$ cat src/rtl/pdm_mic_frontend.sv
// PDM microphone front end: bit-clock generation, pin synchronisation, start-up blanking and
// left/right demultiplexing. Define PDM_STEREO_EN to build the low-phase (right channel) capture path.
module pdm_mic_frontend #(
  parameter int DIV_WIDTH     = 8,
  parameter int STARTUP_WIDTH = 16
) (
  input  logic                     clk_i,
  input  logic                     rst_n_i,
  input  logic                     enable_i,
  input  logic [DIV_WIDTH-1:0]     divisor_i,
  input  logic [STARTUP_WIDTH-1:0] startup_periods_i,
  input  logic                     stereo_i,
  input  logic                     pdm_data_i,
  output logic                     pdm_clk_o,
  output logic                     pdm_o,
  output logic                     valid_o,
  output logic                     channel_o,
  output logic                     ready_o
);

  typedef enum logic [1:0] {
    ST_IDLE,
    ST_STARTUP,
    ST_RUN
  } state_e;

  localparam logic [DIV_WIDTH-1:0]   MIN_DIV = DIV_WIDTH'(4);
  localparam logic [DIV_WIDTH-1:0]   DIV_ONE = DIV_WIDTH'(1);
  localparam logic [STARTUP_WIDTH:0] PER_ONE = (STARTUP_WIDTH + 1)'(1);

  function automatic logic [DIV_WIDTH-1:0] clamp_div(input logic [DIV_WIDTH-1:0] div);
    return (div < MIN_DIV) ? MIN_DIV : div;
  endfunction

  state_e                   state_q, state_d;
  logic [DIV_WIDTH-1:0]     cnt_q, cnt_d;
  logic [DIV_WIDTH-1:0]     div_q, div_d;
  logic [STARTUP_WIDTH-1:0] per_q, per_d;
  logic                     pdm_clk_q, pdm_clk_d;
  logic                     valid_q, valid_d;
  logic                     pdm_q, pdm_d;
  logic                     sync_meta_q, sync_meta_d;
  logic                     sync_q, sync_d;
  logic                     toggle;
  logic                     cap_hi;
  logic [STARTUP_WIDTH:0]   per_inc;

  assign toggle  = (cnt_q == (div_q - DIV_ONE));
  assign cap_hi  = toggle & pdm_clk_q;
  assign per_inc = {1'b0, per_q} + PER_ONE;

`ifdef PDM_STEREO_EN
  logic chan_q, chan_d;
  logic cap_lo;
  assign cap_lo = toggle & ~pdm_clk_q;
`else
  logic unused_stereo;
  assign unused_stereo = stereo_i;
`endif

  // Two-flop synchroniser for the asynchronous mic data pin; runs regardless of enable
  always_comb begin
    sync_meta_d = pdm_data_i;
    sync_d      = sync_meta_q;
  end

  always_ff @(posedge clk_i or negedge rst_n_i) begin
    if (!rst_n_i) begin
      sync_meta_q <= 1'b0;
      sync_q      <= 1'b0;
    end else begin
      sync_meta_q <= sync_meta_d;
      sync_q      <= sync_d;
    end
  end

  always_comb begin
    state_d   = state_q;
    cnt_d     = cnt_q;
    div_d     = div_q;
    per_d     = per_q;
    pdm_clk_d = pdm_clk_q;
    valid_d   = 1'b0;
    pdm_d     = pdm_q;
`ifdef PDM_STEREO_EN
    chan_d    = chan_q;
`endif

    case (state_q)
      ST_IDLE: begin
        cnt_d     = '0;
        per_d     = '0;
        pdm_clk_d = 1'b0;
        if (enable_i) begin
          state_d = ST_STARTUP;
          div_d   = clamp_div(divisor_i);
        end
      end

      ST_STARTUP, ST_RUN: begin
        // The divisor is re-latched at each toggle so a change only alters the next half-period
        if (toggle) begin
          cnt_d     = '0;
          pdm_clk_d = ~pdm_clk_q;
          div_d     = clamp_div(divisor_i);
        end else begin
          cnt_d = cnt_q + DIV_ONE;
        end

        if (state_q == ST_STARTUP) begin
          if (startup_periods_i == '0) begin
            state_d = ST_RUN;
          end else if (cap_hi) begin
            per_d = per_inc[STARTUP_WIDTH-1:0];
            if (per_inc >= {1'b0, startup_periods_i}) begin
              state_d = ST_RUN;
            end
          end
        end else begin
          if (cap_hi) begin
            valid_d = 1'b1;
            pdm_d   = sync_q;
`ifdef PDM_STEREO_EN
            chan_d  = 1'b0;
`endif
          end
`ifdef PDM_STEREO_EN
          if (cap_lo && stereo_i) begin
            valid_d = 1'b1;
            pdm_d   = sync_q;
            chan_d  = 1'b1;
          end
`endif
        end
      end

      default: begin
        state_d = ST_IDLE;
      end
    endcase

    // Dropping enable wins over everything: any capture in flight is discarded
    if (!enable_i) begin
      state_d   = ST_IDLE;
      cnt_d     = '0;
      per_d     = '0;
      pdm_clk_d = 1'b0;
      valid_d   = 1'b0;
    end
  end

  always_ff @(posedge clk_i or negedge rst_n_i) begin
    if (!rst_n_i) begin
      state_q   <= ST_IDLE;
      cnt_q     <= '0;
      div_q     <= MIN_DIV;
      per_q     <= '0;
      pdm_clk_q <= 1'b0;
      valid_q   <= 1'b0;
      pdm_q     <= 1'b0;
    end else begin
      state_q   <= state_d;
      cnt_q     <= cnt_d;
      div_q     <= div_d;
      per_q     <= per_d;
      pdm_clk_q <= pdm_clk_d;
      valid_q   <= valid_d;
      pdm_q     <= pdm_d;
    end
  end

`ifdef PDM_STEREO_EN
  always_ff @(posedge clk_i or negedge rst_n_i) begin
    if (!rst_n_i) begin
      chan_q <= 1'b0;
    end else begin
      chan_q <= chan_d;
    end
  end
  assign channel_o = chan_q;
`else
  assign channel_o = 1'b0;
`endif

  assign pdm_clk_o = pdm_clk_q;
  assign pdm_o     = pdm_q;
  assign valid_o   = valid_q;
  assign ready_o   = (state_q == ST_RUN);

endmodule

$ cat config.mk
export PLATFORM = sky130hd
export DESIGN_NAME = pdm_mic_frontend
export DESIGN_NICKNAME = d
export VERILOG_FILES = /design/src/rtl/pdm_mic_frontend.sv
export SDC_FILE = /design/constraint.sdc
export NUM_CORES = 1
export LEC_CHECK = 0
export BUFFER_PORTS_ARGS = -buffer_cell sky130_fd_sc_hd__buf_2
export CAP_MARGIN = 40
export CELL_PAD_IN_SITES_DETAIL_PLACEMENT = 1
export CELL_PAD_IN_SITES_GLOBAL_PLACEMENT = 2
export CORE_ASPECT_RATIO = 2
export CORE_MARGIN = 8
export CORE_UTILIZATION = 39
export CTS_CLUSTER_DIAMETER = 200
export DETAILED_ROUTE_END_ITERATION = 8
export HOLD_SLACK_MARGIN = 0.06
export PLACE_DENSITY = 0.84
export SYNTH_ARGS = -nofsm -noshare
export SYNTH_HDL_FRONTEND = slang
export SYNTH_SLANG_ARGS = --single-unit
$ cat constraint.sdc
create_clock -name clk_i -period 5.2 [get_ports clk_i]
set_input_delay 0.52 -clock clk_i [delete_from_list [all_inputs] [get_ports clk_i]]
set_output_delay 0.52 -clock clk_i [all_outputs]
set_load 0.05 [all_outputs]
==> metrics.md <==
| Metric | Value |
|---|---|
| Max Slew Vio Count | 0 |
| Post-synthesis sequential area ratio | 33.0% |
| Vias in the first global route | 2902 |
| Hold buffer count at cts | 0 |
| Die height | 139 um |
| Pwr dens | 340 mW/mm^2 |
| Setup bufs post-CTS | 0 |
| Global-route wire length before repair | 13.7 mm |
| Drt total wl | 7.94 mm |
| Drt pass-1 iters | 4 |
| Peak supply drop | 0.258 mV |
| Largest net degree at the start of global routing | 32 |
| Synthesis Warnings | 0 |
| TritonCTS clock tree | built |
| DRC | 0 |
| Vias/cell | 5.71 |
| Ports | 34 |
| Core Util, Final | 44.2% |
| Worst min path class | input pin to asynchronous set/reset pin |
| N_diodes | 0 |
| Clk sinks | 39 |
| Unique masters post-synth | 55 |
| Nature of the critical path endpoint | flip-flop |
| Dpl hpwl | 6.03 mm |
| RSZ-0062 raised after global routing | no |
| Routed Antenna Nets | 0 |
| Clk_lat worst skew | 0.29 ns |
| Routed vias | 2604 |
| Starting Density | 39.6% |
| Cell row count | 45 |
| Critical-path maximum fanout | 6 |
| Maximum clock frequency | 0.278 GHz |
| Layout cell share with drive strength beyond 1 | 16.6% |
| IO buf count | 31 |
| RD Place Congestion | 0.743 |
| Setup TNS | 0 ns |
| Status | completed |
| Worst Max-Slew Pin Slew | 0.936 ns |
| Initial drt markers | 98 |
| Post-Synthesis Cells | 339 |
| Die width | 77.6 um |
| Core box area | 0.00749 sq mm |
| Worst setup margin | 1.60 ns |
| Syn Nets | 390 |
| Startpoint Class | flip-flop |
| Gr usage total | 15.4% |
| Die ar. | 0.0108 sq mm |
| # nets final | 412 |
| Setup Skew | 0.00479 ns |
| Synth top area share | 32.1% |
| R2R setup slack | 1.60 ns |
| Post-Syn Area | 0.00296 sq mm |
| Setup CP Type | flip-flop to flip-flop |
| Post-CTS sizing | 0 |
| FFs w/ async S/R, synth | 100% |
| Wire per inst | 17.4 um |
| Initial antenna violation count | 0 |
| WP data required | 5.37 ns |
| Leakage | 1.60 nW |
| Post-synth EDFFs | 0 |
| Syn Area/Cell | 8.74 sq um |
| Total CTS buffers | 5 |
| CTS Root Cell | clkbuf_16 |
| Layout area overhead | 11.7% |
| Main synth FF type | dfrtp_1 |
| Fin crit period | 3.60 ns |
| Synth area leader | dfrtp_1 |
| Clock tree buffer depth | 2 |
| Synth top area cells | dfrtp_1, ha_1, nand3_1 |
| Final setup violation count | 0 |
| Flops & latches, synth | 39 |
| CP arrival | 3.78 ns |
| Final worst-path cycle share | 69.3% |
| Max Cap Violations | 0 |
| H-tree depth | 2 |
| Pre-CTS setup slack | 1.57 ns |
| Grt ovf | 0 |
| Hold violation count in the final report | 0 |
| Normalized max-slew margin | 37.6% |
| Clock-pin slew on the worst setup and hold paths | 0.06 ns |
routing by layer:
metal,global-route usage (%),vias to the layer above,wire length [um]
met1,17.5,1297,3380
met4,5.81,0,198
li1,-,1268,-
met3,2.77,10,194
met5,0,-,0
met2,27.1,29,4160
cells in the mapped netlist, drive strengths merged (7+ instances only):
cell type / count
buf: 7
nand3: 25
o21ai: 23
and3: 13
clkbuf: 11
mux2: 8
nor3: 7
xor2: 12
dfrtp: 38
nand4: 10
nand2: 29
inv: 24
xnor2: 12
nor2: 11
a21oi: 14
ha: 22
or4: 8
worst paths after layout:
check,from,to,cells after the start
setup reg to reg,per_q[0]$_DFFE_PN0P_,state_q[1]$_DFFE_PN0P_,12
max in group asynchronous,rst_n_i,per_q[1]$_DFFE_PN0P_,2
setup / recovery,per_q[0]$_DFFE_PN0P_,state_q[1]$_DFFE_PN0P_,12
min in group clk_i,pdm_data_i,sync_d$_DFF_PN0_,1
hold reg to reg,sync_d$_DFF_PN0_,sync_q$_DFF_PN0_,0
hold / removal,rst_n_i,div_q[6]$_DFFE_PN0P_,1
flip-flops by register name (all words and copies together) (netlist names):
signal and count:
div_q 8, sync_q 1, per_q 16, state_q 2, cnt_q 8, sync_d 1
pdm_clk_o 1, pdm_o 1, valid_o 1
per-stage QoR:
| stage | hold WS [ns] | area (sq um) | power, mW | std cells |
|---|---|---|---|---|
| 3_5_place_dp | 0.346 | 3170 | 0.831 | 448 |
| 5_1_grt | 0.101 | 3310 | 1.20 | 456 |
| 2_1_floorplan | 0.224 | 2960 | 0.724 | 339 |
| 4_1_cts | 0.0948 | 3310 | 1.14 | 456 |
| 3_3_place_gp | 0.342 | 3150 | 0.806 | 447 |
| 6_report | 0.0900 | 3310 | 1.13 | 456 |
cells in the final DEF (no fill, tap or decap), types with 5 or more instances in the layout:
cell / Yosys / final
nor3_1: 7 / 7
a22o_1: 5 / 5
or4_1: 8 / 8
clkbuf_16: 0 / 5
nand3b_1: 5 / 5
o21ai_0: 21 / 21
a31oi_1: 6 / 6
nor2_1: 11 / 11
dfrtp_1: 38 / 38
nand4_1: 10 / 10
nand3_1: 25 / 25
ha_1: 22 / 22
inv_1: 24 / 24
buf_2: 3 / 31
nor4_1: 5 / 5
xnor2_1: 12 / 12
and3_1: 12 / 12
mux2_2: 7 / 7
xor2_1: 12 / 12
a21oi_1: 14 / 14
nand2_1: 28 / 28
cell type report:
class,count,area (sq um)
flip-flops and latches,39,977
inverters,24,90.1
clock buffers,6,129
repair buffers,33,183
well taps,94,118
clock inverters,2,12.5
multi-input cells,258,1800
fillers,918,4180
worst max-delay path, cell delays in order, from the launching register on:
cell      delay (ns)
dfrtp_1         0.43
ha_1            0.29
and3_1          0.32
nand4_1         0.22
or2_2           0.38
xnor2_1         0.14
ha_1            0.30
o21ai_0         0.28
nor2_1          0.09
nand3_1         0.10
nor4bb_1        0.44
and3b_1         0.24
o221a_2         0.24
cells by family after synthesis:
group,share of synthesized area (%)
AO/OA/AOI/OAI,14.1
AND/OR/NAND/NOR,26.3
other,0.127
flip-flops,33.0
adder cells (fa/ha/maj),9.29
XOR/XNOR,7.09
buffers and inverters,6.37
multiplexers,3.71
where the power goes:
group	switching, mW	internal [mW]
Combinational	0.241	0.160
Clock	0.125	0.177
Sequential	0.0727	0.350
Power figures use the tool's default switching activity.
